===== src/rtl/lsu_mem_stage.sv =====
// RV32 load/store MEM stage over a req/gnt/rvalid data bus with variable latency.
// Stalls while an access is in flight, faults on misalignment or bus timeout.
`timescale 1ns/1ps
module lsu_mem_stage #(
  parameter int unsigned ADDR_WIDTH     = 32,
  parameter int unsigned TIMEOUT_CYCLES = 255,
  parameter bit          MISALIGN_FAULT = 1'b1
) (
  input  logic                  clk,
  input  logic                  reset,
  input  logic [31:0]           alu_result_e_i,
  input  logic [31:0]           alu_calculation_e_i,
  input  logic [3:0]            dmem_type_e_i,
  input  logic [31:0]           rs2_e_i,
  input  logic [31:0]           extended_imm_e_i,
  input  logic [31:0]           pc_plus_e_i,
  input  logic                  reg_write_en_e_i,
  input  logic [4:0]            rd_idx_e_i,
  input  logic [3:0]            result_src_e_i,
  output logic                  bus_req_o,
  output logic                  bus_we_o,
  output logic [ADDR_WIDTH-1:0] bus_addr_o,
  output logic [3:0]            bus_be_o,
  output logic [31:0]           bus_wdata_o,
  input  logic                  bus_gnt_i,
  input  logic                  bus_rvalid_i,
  input  logic [31:0]           bus_rdata_i,
  output logic                  stall_o,
  output logic                  fault_o,
  output logic [31:0]           fault_addr_o,
  output logic [31:0]           mem_read_data_m_o,
  output logic [31:0]           alu_result_m_o,
  output logic [31:0]           extended_imm_m_o,
  output logic [31:0]           pc_plus_m_o,
  output logic                  reg_write_en_m_o,
  output logic [4:0]            rd_idx_m_o,
  output logic [3:0]            result_src_m_o,
  output logic [31:0]           bypass_m_o
);

  localparam logic [3:0] DMEM_NO  = 4'd0;
  localparam logic [3:0] DMEM_LB  = 4'd1;
  localparam logic [3:0] DMEM_LH  = 4'd2;
  localparam logic [3:0] DMEM_LW  = 4'd3;
  localparam logic [3:0] DMEM_LBU = 4'd4;
  localparam logic [3:0] DMEM_LHU = 4'd5;
  localparam logic [3:0] DMEM_SB  = 4'd6;
  localparam logic [3:0] DMEM_SH  = 4'd7;
  localparam logic [3:0] DMEM_SW  = 4'd8;

  localparam logic [1:0] StIdle  = 2'd0;
  localparam logic [1:0] StResp  = 2'd1;
  localparam logic [1:0] StFault = 2'd2;

  localparam int unsigned   CntW    = (TIMEOUT_CYCLES > 0) ? $clog2(TIMEOUT_CYCLES + 1) : 1;
  localparam logic [CntW-1:0] ToLimit = CntW'(TIMEOUT_CYCLES);

  logic [1:0]      state_q, state_d;
  logic [CntW-1:0] cnt_q, cnt_d, cnt_inc;
  logic [31:0]     fault_addr_q, fault_addr_d;
  logic [31:0]     mem_read_data_q, alu_result_q, extended_imm_q, pc_plus_q;
  logic            reg_write_en_q;
  logic [4:0]      rd_idx_q;
  logic [3:0]      result_src_q;

  logic        is_load, is_store, mem_op, size_half, size_word, misalign, fault_now;
  logic        timeout_hit, bubble, load_fire;
  logic [1:0]  off;
  logic [31:0] addr, load_ext, load_bp;
  logic [7:0]  load_byte;
  logic [15:0] load_half;

  assign addr      = alu_calculation_e_i;
  assign is_load   = (dmem_type_e_i == DMEM_LB) || (dmem_type_e_i == DMEM_LH) ||
                     (dmem_type_e_i == DMEM_LW) || (dmem_type_e_i == DMEM_LBU) ||
                     (dmem_type_e_i == DMEM_LHU);
  assign is_store  = (dmem_type_e_i == DMEM_SB) || (dmem_type_e_i == DMEM_SH) ||
                     (dmem_type_e_i == DMEM_SW);
  assign mem_op    = (dmem_type_e_i != DMEM_NO) && (is_load || is_store);
  assign size_half = (dmem_type_e_i == DMEM_LH) || (dmem_type_e_i == DMEM_LHU) ||
                     (dmem_type_e_i == DMEM_SH);
  assign size_word = (dmem_type_e_i == DMEM_LW) || (dmem_type_e_i == DMEM_SW);
  assign misalign  = (size_half && addr[0]) || (size_word && (addr[1:0] != 2'b00));
  assign fault_now = MISALIGN_FAULT && misalign;

  // Lane offset; halfword/word accesses are forced aligned when misalignment does not fault.
  always_comb begin
    if (size_word)      off = 2'b00;
    else if (size_half) off = {addr[1], 1'b0};
    else                off = addr[1:0];
  end

  always_comb begin
    if (size_word)      bus_be_o = 4'b1111;
    else if (size_half) bus_be_o = off[1] ? 4'b1100 : 4'b0011;
    else                bus_be_o = 4'b0001 << off;
  end

  always_comb begin
    if (size_word)      bus_wdata_o = rs2_e_i;
    else if (size_half) bus_wdata_o = {2{rs2_e_i[15:0]}};
    else                bus_wdata_o = {4{rs2_e_i[7:0]}};
  end

  assign bus_we_o   = is_store;
  assign bus_addr_o = ADDR_WIDTH'({addr[31:2], 2'b00});

  always_comb begin
    unique case (off)
      2'd0:    load_byte = bus_rdata_i[7:0];
      2'd1:    load_byte = bus_rdata_i[15:8];
      2'd2:    load_byte = bus_rdata_i[23:16];
      default: load_byte = bus_rdata_i[31:24];
    endcase
    load_half = off[1] ? bus_rdata_i[31:16] : bus_rdata_i[15:0];
    case (dmem_type_e_i)
      DMEM_LB:  load_ext = {{24{load_byte[7]}}, load_byte};
      DMEM_LBU: load_ext = {24'd0, load_byte};
      DMEM_LH:  load_ext = {{16{load_half[15]}}, load_half};
      DMEM_LHU: load_ext = {16'd0, load_half};
      DMEM_LW:  load_ext = bus_rdata_i;
      default:  load_ext = 32'd0;
    endcase
  end

  assign cnt_inc     = cnt_q + CntW'(1);
  assign timeout_hit = (TIMEOUT_CYCLES != 0) && (cnt_inc == ToLimit);

  always_comb begin
    state_d      = state_q;
    cnt_d        = cnt_q;
    fault_addr_d = fault_addr_q;
    bus_req_o    = 1'b0;
    stall_o      = 1'b0;
    fault_o      = 1'b0;
    bubble       = 1'b0;
    load_fire    = 1'b0;
    case (state_q)
      StIdle: begin
        cnt_d = '0;
        if (mem_op) begin
          if (fault_now) begin
            // Hold the instruction one cycle; the FAULT cycle then drops it.
            stall_o      = 1'b1;
            state_d      = StFault;
            fault_addr_d = addr;
          end else begin
            bus_req_o = 1'b1;
            if (bus_gnt_i) begin
              if (is_load) begin
                stall_o = 1'b1;
                state_d = StResp;
              end
            end else begin
              stall_o = 1'b1;
              if (timeout_hit) begin
                state_d      = StFault;
                fault_addr_d = addr;
              end else begin
                cnt_d = cnt_inc;
              end
            end
          end
        end
      end
      StResp: begin
        if (bus_rvalid_i) begin
          load_fire = 1'b1;
          state_d   = StIdle;
          cnt_d     = '0;
        end else begin
          stall_o = 1'b1;
          if (timeout_hit) begin
            state_d      = StFault;
            fault_addr_d = addr;
            cnt_d        = '0;
          end else begin
            cnt_d = cnt_inc;
          end
        end
      end
      StFault: begin
        fault_o = 1'b1;
        bubble  = 1'b1;
        state_d = StIdle;
        cnt_d   = '0;
      end
      default: begin
        state_d = StIdle;
        cnt_d   = '0;
      end
    endcase
  end

  always_ff @(posedge clk) begin
    if (reset) begin
      state_q         <= StIdle;
      cnt_q           <= '0;
      fault_addr_q    <= 32'd0;
      mem_read_data_q <= 32'd0;
      alu_result_q    <= 32'd0;
      extended_imm_q  <= 32'd0;
      pc_plus_q       <= 32'd0;
      reg_write_en_q  <= 1'b0;
      rd_idx_q        <= 5'd0;
      result_src_q    <= 4'd0;
    end else begin
      state_q      <= state_d;
      cnt_q        <= cnt_d;
      fault_addr_q <= fault_addr_d;
      if (stall_o || bubble) begin
        reg_write_en_q <= 1'b0;
        result_src_q   <= 4'd0;
      end else begin
        alu_result_q   <= alu_result_e_i;
        extended_imm_q <= extended_imm_e_i;
        pc_plus_q      <= pc_plus_e_i;
        reg_write_en_q <= reg_write_en_e_i;
        rd_idx_q       <= rd_idx_e_i;
        result_src_q   <= result_src_e_i;
      end
      if (load_fire) mem_read_data_q <= load_ext;
    end
  end

  assign load_bp    = load_fire ? load_ext : 32'd0;
  assign bypass_m_o = ({32{result_src_e_i[0]}} & alu_result_e_i)   |
                      ({32{result_src_e_i[1]}} & extended_imm_e_i) |
                      ({32{result_src_e_i[2]}} & load_bp)          |
                      ({32{result_src_e_i[3]}} & pc_plus_e_i);

  assign fault_addr_o      = fault_addr_q;
  assign mem_read_data_m_o = mem_read_data_q;
  assign alu_result_m_o    = alu_result_q;
  assign extended_imm_m_o  = extended_imm_q;
  assign pc_plus_m_o       = pc_plus_q;
  assign reg_write_en_m_o  = reg_write_en_q;
  assign rd_idx_m_o        = rd_idx_q;
  assign result_src_m_o    = result_src_q;

endmodule


===== config.mk =====
export PLATFORM = sky130hd
export DESIGN_NAME = lsu_mem_stage
export DESIGN_NICKNAME = d
export VERILOG_FILES = /design/src/rtl/lsu_mem_stage.sv
export SDC_FILE = /design/constraint.sdc
export NUM_CORES = 1
export LEC_CHECK = 0
export BUFFER_PORTS_ARGS = -buffer_cell sky130_fd_sc_hd__buf_2
export CAP_MARGIN = 5
export CORE_AREA = 2 2 186 188
export DETAILED_ROUTE_END_ITERATION = 10
export DIE_AREA = 0 0 188 190
export GPL_TIMING_DRIVEN = 0
export PLACE_DENSITY_LB_ADDON = 0.05
export RECOVER_POWER = 25
export SLEW_MARGIN = 30
export SYNTH_ARGS = -nofsm -noshare
export SYNTH_HDL_FRONTEND = slang
export SYNTH_SLANG_ARGS = --single-unit

===== constraint.sdc =====
create_clock -name clk -period 4.5 [get_ports clk]
set_input_delay 0.9 -clock clk [delete_from_list [all_inputs] [get_ports clk]]
set_output_delay 0.9 -clock clk [all_outputs]
set_load 0.05 [all_outputs]

==> results.json, run 1 <==
{
  "power.density_cell_area_nw_per_um2": 384,
  "postRouteWirelength_um": 42600,
  "finalNetCount": 1831,
  "asyncSetResetFlopFracSynth_pct": 0,
  "clock_skew_after_layout_ps": 13.7,
  "cp.required_ps": 3600,
  "crit_path_end_kind": "output port",
  "worst_slew_slack_as_a_fraction_of_its_limit_pct": 30.6,
  "placedInstanceArea_um2": 12000,
  "design.portCount": 484,
  "timing.final.setup_violations": 0,
  "postRouteAntennaNets": 0,
  "firstDrtPassIters": 5,
  "post_drt_via_cell_ratio": 4.82,
  "synth_top_cell_by_area": "sky130_fd_sc_hd__dfxtp_1",
  "clock_sinks": 180,
  "run_status": "complete, no violations",
  "floorplan.initialDensity_pct": 26.6,
  "hold_path_class": "reg2reg",
  "synth_cell_type_count": 56,
  "wl_per_cell_um": 20.4,
  "synth_common_cells": "272 x sky130_fd_sc_hd__nand2_1, 180 x sky130_fd_sc_hd__dfxtp_1, 132 x sky130_fd_sc_hd__a21oi_1",
  "cts.htree.levels": 4,
  "yosys-top-cells-area": "sky130_fd_sc_hd__dfxtp_1 40%, sky130_fd_sc_hd__nand2_1 11%, sky130_fd_sc_hd__a21oi_1 7.3%, sky130_fd_sc_hd__nand2b_1 5.0%, sky130_fd_sc_hd__mux2i_1 4.7%",
  "power_leakage_uw": 0.00527,
  "via_count_of_the_first_global_routing_pass": 9416,
  "tightest_slew_ps": 1040,
  "cts_max_path_buffers": 2,
  "maximum_number_of_pins_on_one_net_before_global_route_repair": 17,
  "number_of_synthesis_warnings": 0,
  "area_growth_syn_to_layout_pct": 40.5,
  "detail_route.drc_violations": 0,
  "die_h_um": 190,
  "synth_flop_cell": "sky130_fd_sc_hd__dfxtp_1",
  "num_rows": 68,
  "synth_seq_cells": 180,
  "vias": 10054,
  "post_route_cells_drive_above_1_share_pct": 32.3,
  "finalMaxSlewViolations": 0,
  "fp.coreArea_um2": 33900,
  "gp_congestion": 0.852,
  "cts_stage_hold_buffer_count": 0,
  "groute.usage.overall_pct": 22.6,
  "hold_violations": 0,
  "unrepaired_setup_endpoints_after_global_routing": "true",
  "yosysSeqAreaShare_pct": 39.9,
  "fin_hold_ws_ps": 451,
  "timing_worst_setup_path_type": "in2out",
  "dp.final_hpwl_um": 34300,
  "yosysMostFrequentCell": "sky130_fd_sc_hd__nand2_1",
  "avgSynthCellArea_um2": 8.09,
  "crit_fanout": 10,
  "synth.top_cell.area_share_pct": 39.9,
  "critPathArrivalTime_ps": 3540,
  "finalWorstPathRequiredPeriod_ps": 4440,
  "numCtsBuffers": 17,
  "final_min_period_over_clock_period_pct": 98.7,
  "clock_latency_ps": 440,
  "max_rail_drop_vdd_v": 0.000280,
  "grt_antenna_before_repair": 4,
  "fin_area_um2": 12700,
  "gr-total-overflow": 0,
  "grt_first_pass_wirelength_um": 59900,
  "tritoncts": "built",
  "cp-start-kind": "primary input",
  "fp.dieW_um": 188,
  "drtIter0Drc": 665,
  "number_of_synthesized_flops_with_an_enable_pin": 0,
  "cts.clk_slew.worst_paths_ps": 60,
  "drv_cap": 0,
  "postSynthCellCount": 1117,
  "port_buffers": 476,
  "maxClockFrequency_mhz": 225,
  "fp.dieArea_um2": 35700,
  "ctsRootBufferMaster": "sky130_fd_sc_hd__clkbuf_16",
  "synthesis.area_um2": 9030
}
[area by class of cell]
class	instances	area, um2
tap	455	569
clock inverter	10	131
multi-input combinational	799	4860
timing repair buffer	482	2320
fill	3744	21300
antenna	1	2.50
buffer	134	723
sequential	180	3600
clock buffer	20	467
inverter	5	18.8
[cells in the final DEF (no fill, tap or decap), types with 8 or more instances in the layout]
cell type,synthesis,final
sky130_fd_sc_hd__a31oi_1,8,8
sky130_fd_sc_hd__buf_4,44,57
sky130_fd_sc_hd__nand2b_1,72,72
sky130_fd_sc_hd__dfxtp_1,180,180
sky130_fd_sc_hd__nor2_1,33,33
sky130_fd_sc_hd__a21oi_1,132,130
sky130_fd_sc_hd__nand2_1,272,272
sky130_fd_sc_hd__o211ai_1,10,10
sky130_fd_sc_hd__clkbuf_16,0,17
sky130_fd_sc_hd__a22o_1,8,8
sky130_fd_sc_hd__a222oi_1,32,32
sky130_fd_sc_hd__o21ai_1,3,20
sky130_fd_sc_hd__clkbuf_1,73,177
sky130_fd_sc_hd__a32oi_1,8,8
sky130_fd_sc_hd__mux2_2,16,16
sky130_fd_sc_hd__a221oi_2,10,10
sky130_fd_sc_hd__buf_2,12,364
sky130_fd_sc_hd__nor3_1,14,13
sky130_fd_sc_hd__mux2i_1,42,41
sky130_fd_sc_hd__o21ai_0,51,31
[state kept, by name, summed over array words and instances, names as in the netlist]
signal,count
mem_read_data_m_o,32
rd_idx_m_o,5
pc_plus_m_o,32
fault_addr_o,32
alu_result_m_o,32
cnt_q,8
state_q,2
result_src_m_o,4
extended_imm_m_o,32
reg_write_en_m_o,1
[critical path, stage by stage]
cell	delay, ps
sky130_fd_sc_hd__buf_2	130
sky130_fd_sc_hd__clkbuf_1	210
sky130_fd_sc_hd__or3b_2	560
sky130_fd_sc_hd__a21o_2	290
sky130_fd_sc_hd__mux2i_4	270
sky130_fd_sc_hd__a211oi_4	140
sky130_fd_sc_hd__a311oi_1	660
sky130_fd_sc_hd__o21ai_1	130
sky130_fd_sc_hd__buf_2	250
[per-layer routing]
| metal | wire [um] | vias up | GRT usage (%) | part of all wire, % |
|---|---|---|---|---|
| met5 | 21 | - | 0 | 0.049 |
| met4 | 545 | 4 | 5.36 | 1.3 |
| met3 | 3140 | 35 | 5.77 | 7.4 |
| met2 | 20700 | 415 | 38.8 | 49 |
| met1 | 18200 | 4709 | 28.4 | 43 |
| li1 | - | 4891 | - | - |
[per-stage QoR]
stage	worst slack (ps)	std cells	setup TNS (ps)	util (%)	power (uW)
4_1_cts	-43.3	2078	-88.0	37.3	4920
3_3_place_gp	-225	2049	-2570	35.3	3330
2_1_floorplan	51.7	1118	0	-	2840
6_report	56.6	2086	0	37.4	4880
5_1_grt	-22.3	2085	-27.6	37.4	5080
3_5_place_dp	-236	2049	-2780	35.3	3330
[power breakdown]
part / switching [uW] / leakage (uW) / internal [uW] / total (uW)
logic: 1160 / 0.00350 / 392 / 1560
registers: 51.1 / 0.00147 / 1700 / 1750
clock network: 664 / 0.000297 / 909 / 1570
total: 1880 / 0.00527 / 3000 / 4880
[final timing paths]
check / startpoint / end / slack, ps / depth (start not counted)
setup / recovery: dmem_type_e_i[1] / bypass_m_o[31] / 60 / 9
hold / removal: extended_imm_m_o[26] / extended_imm_m_o[26] / 450 / 2
setup reg to reg: cnt_q[0] / fault_addr_o[8] / 1700 / 8
hold reg to reg: extended_imm_m_o[26] / extended_imm_m_o[26] / 450 / 2
[timing repair]
| item | 4_1_cts | 5_1_grt |
|---|---|---|
| gates resized for setup | 11 | 41 |
| gates cloned | 0 | 2 |
| pin swaps | 1 | 2 |
| setup buffers | 0 | 5 |
| endpoints found under the setup margin | 33 | 32 |
[logic make-up after synthesis]
group           count (synthesis)  share of synthesized area (%)
mux                            59                           6.81
flops                         180                           39.9
simple gates                  430                           21.4
buf+inv                       140                           8.14
compound gates                299                           22.9
xor+xnor                        6                          0.582
fa+ha+maj                       2                          0.277
other cells                     1                         0.0415
Power figures use the tool's default switching activity.
==> run 2: changes to the inputs <==
Settings changed: PLACE_DENSITY_LB_ADDON 0.05 to not set.
==> results.json, run 2 (same netlist as run 1, synthesis figures left out) <==
{
  "run_status": "complete, no violations",
  "hold_violations": 0,
  "power.density_cell_area_nw_per_um2": 382,
  "floorplan.initialDensity_pct": 26.6,
  "area_growth_syn_to_layout_pct": 39.7,
  "timing.final.setup_violations": 0,
  "tritoncts": "built",
  "groute.usage.overall_pct": 22.8,
  "timing.reg2reg.setup_slack_ps": 1790,
  "cts.clk_slew.worst_paths_ps": 70,
  "cts_max_path_buffers": 2,
  "unrepaired_setup_endpoints_after_global_routing": "true",
  "crit_path_end_kind": "output port",
  "postRouteWirelength_um": 43000,
  "fin_area_um2": 12600,
  "totalNegativeSetupSlack_ps": 0,
  "cp_cell_sequence": "buf_2 > clkbuf_1 > clkbuf_1 > xnor2_1 > nor3_2 > a31oi_1 > o21ai_0 > buf_2",
  "critical_path.reg2reg.endpoint": "fault_addr_o[28]",
  "tightest_slew_ps": 910,
  "power_leakage_uw": 0.00524,
  "cp.required_ps": 3600,
  "hold_path_class": "reg2reg",
  "vias": 10359,
  "cts.htree.levels": 4,
  "fp.coreArea_um2": 33900,
  "port_buffers": 476,
  "drv_cap": 0,
  "crit_fanout": 10,
  "fin_hold_ws_ps": 456,
  "finalNetCount": 1830,
  "maximum_number_of_pins_on_one_net_before_global_route_repair": 19,
  "grt_first_pass_wirelength_um": 61000,
  "via_count_of_the_first_global_routing_pass": 9613,
  "maxClockFrequency_mhz": 225,
  "worst_slew_slack_as_a_fraction_of_its_limit_pct": 38.9,
  "clock_skew_after_layout_ps": 17.4,
  "commonest_non_fill_non_tap_cells_in_the_layout": "370 x sky130_fd_sc_hd__buf_2, 272 x sky130_fd_sc_hd__nand2_1, 180 x sky130_fd_sc_hd__dfxtp_1, 178 x sky130_fd_sc_hd__clkbuf_1, 130 x sky130_fd_sc_hd__a21oi_1",
  "cp-start-kind": "primary input",
  "critPathArrivalTime_ps": 3540,
  "mostFrequentLayoutCell": "sky130_fd_sc_hd__buf_2",
  "placedInstanceArea_um2": 12000,
  "finalWorstPathRequiredPeriod_ps": 4440,
  "fillers": 3687,
  "clock_sinks": 180,
  "pre_cts_slack_ps": -300,
  "clock_latency_ps": 450,
  "numCtsBuffers": 17,
  "fp.dieW_um": 188,
  "wl_per_cell_um": 20.5,
  "ctsRootBufferMaster": "sky130_fd_sc_hd__clkbuf_16",
  "cts_stage_hold_buffer_count": 0,
  "postRouteAntennaNets": 0,
  "post_drt_via_cell_ratio": 4.94,
  "detail_route.drc_violations": 0,
  "worst_path_largest_cell_delay_ps": 530,
  "firstDrtPassIters": 7,
  "fp.dieArea_um2": 35700,
  "grt_antenna_before_repair": 17,
  "gp_congestion": 0.954,
  "final.setup.worst_slack_ps": 56.2,
  "finalMaxSlewViolations": 0,
  "timing.hold.worst_path_depth": 2,
  "drtIter0Drc": 1028,
  "critical_path.endpoint": "bypass_m_o[0]",
  "die_h_um": 190,
  "max_rail_drop_vdd_v": 0.000251,
  "dp.final_hpwl_um": 34800,
  "design.portCount": 484,
  "crit_start": "dmem_type_e_i[0]",
  "gr-total-overflow": 0,
  "post_route_cells_drive_above_1_share_pct": 32.0,
  "timing_worst_setup_path_type": "in2out",
  "num_rows": 68,
  "final_min_period_over_clock_period_pct": 98.8,
  "critical-path-slowest-cell": "sky130_fd_sc_hd__clkbuf_1",
  "rr_worst_depth": 8,
  "rr_startpoint": "cnt_q[0]"
}
## run 2: changes by cell type in the layout (fill, tap and decap cells not counted), moves of 3 or more
cell and change:
sky130_fd_sc_hd__clkinv_4 +3, sky130_fd_sc_hd__clkinv_2 -4, sky130_fd_sc_hd__a311oi_4 -4, sky130_fd_sc_hd__clkbuf_8 -3
sky130_fd_sc_hd__diode_2 +9, sky130_fd_sc_hd__buf_4 -6, sky130_fd_sc_hd__buf_2 +6, sky130_fd_sc_hd__inv_8 +3
## run 2: worst max-delay path: cells and delay by family
family                 cells  cell delay (ps)
AO/OA/AOI/OAI              2              620
buffers and inverters      4             1340
AND/OR/NAND/NOR            1              500
XOR/XNOR                   1              170
## run 2: per-layer routing
layer	share of wire (%)	wire length, um	GRT usage, %	vias up
li1	-	-	-	4911
met1	40	17100	26.8	4875
met2	49	21100	40.0	495
met3	8.9	3830	7.14	66
met4	2.1	916	5.75	12
met5	0.17	71	0	-
## run 2: final cells by class
| cell class | instances | area (um2) | share of cell area (%) |
|---|---|---|---|
| buffer | 134 | 722 | 5.72 |
| tap | 455 | 569 | 4.51 |
| sequential | 180 | 3600 | 28.6 |
| antenna | 10 | 25.0 | 0.198 |
| timing repair buffer | 481 | 2300 | 18.2 |
| inverter | 5 | 18.8 | 0.149 |
| clock inverter | 15 | 169 | 1.34 |
| multi-input combinational | 799 | 4790 | 38.0 |
| clock buffer | 17 | 425 | 3.37 |
## run 2: repair_timing
item | 4_1_cts | 5_1_grt
endpoints found under the hold margin | 0 | 0
cloned | 0 | 2
buffers inserted | 0 | 4
resized for setup | 11 | 20
setup endpoints to repair | 36 | 36
pin swaps | 2 | 2
## run 2: worst min path at each step
| stage | startpoint | endpoint |
|---|---|---|
| after floorplan | cnt_q[0] | cnt_q[0] |
| after global placement | mem_read_data_m_o[0] | mem_read_data_m_o[0] |
| after detailed placement | mem_read_data_m_o[3] | mem_read_data_m_o[3] |
| after CTS | extended_imm_m_o[24] | extended_imm_m_o[24] |
| after global routing | extended_imm_m_o[24] | extended_imm_m_o[24] |
| final | extended_imm_m_o[29] | extended_imm_m_o[29] |
## run 2: through the flow
stage	util (%)	total power (uW)	cells
after floorplan	-	2840	1118
after global placement	35.3	3310	2049
after detailed placement	35.3	3320	2049
after CTS	37.2	4860	2081
after global routing	37.1	5020	2091
final	37.2	4820	2096
## run 2: power breakdown
group	switching [uW]	internal, uW
Combinational	1160	384
Sequential	52.3	1690
Clock	737	789
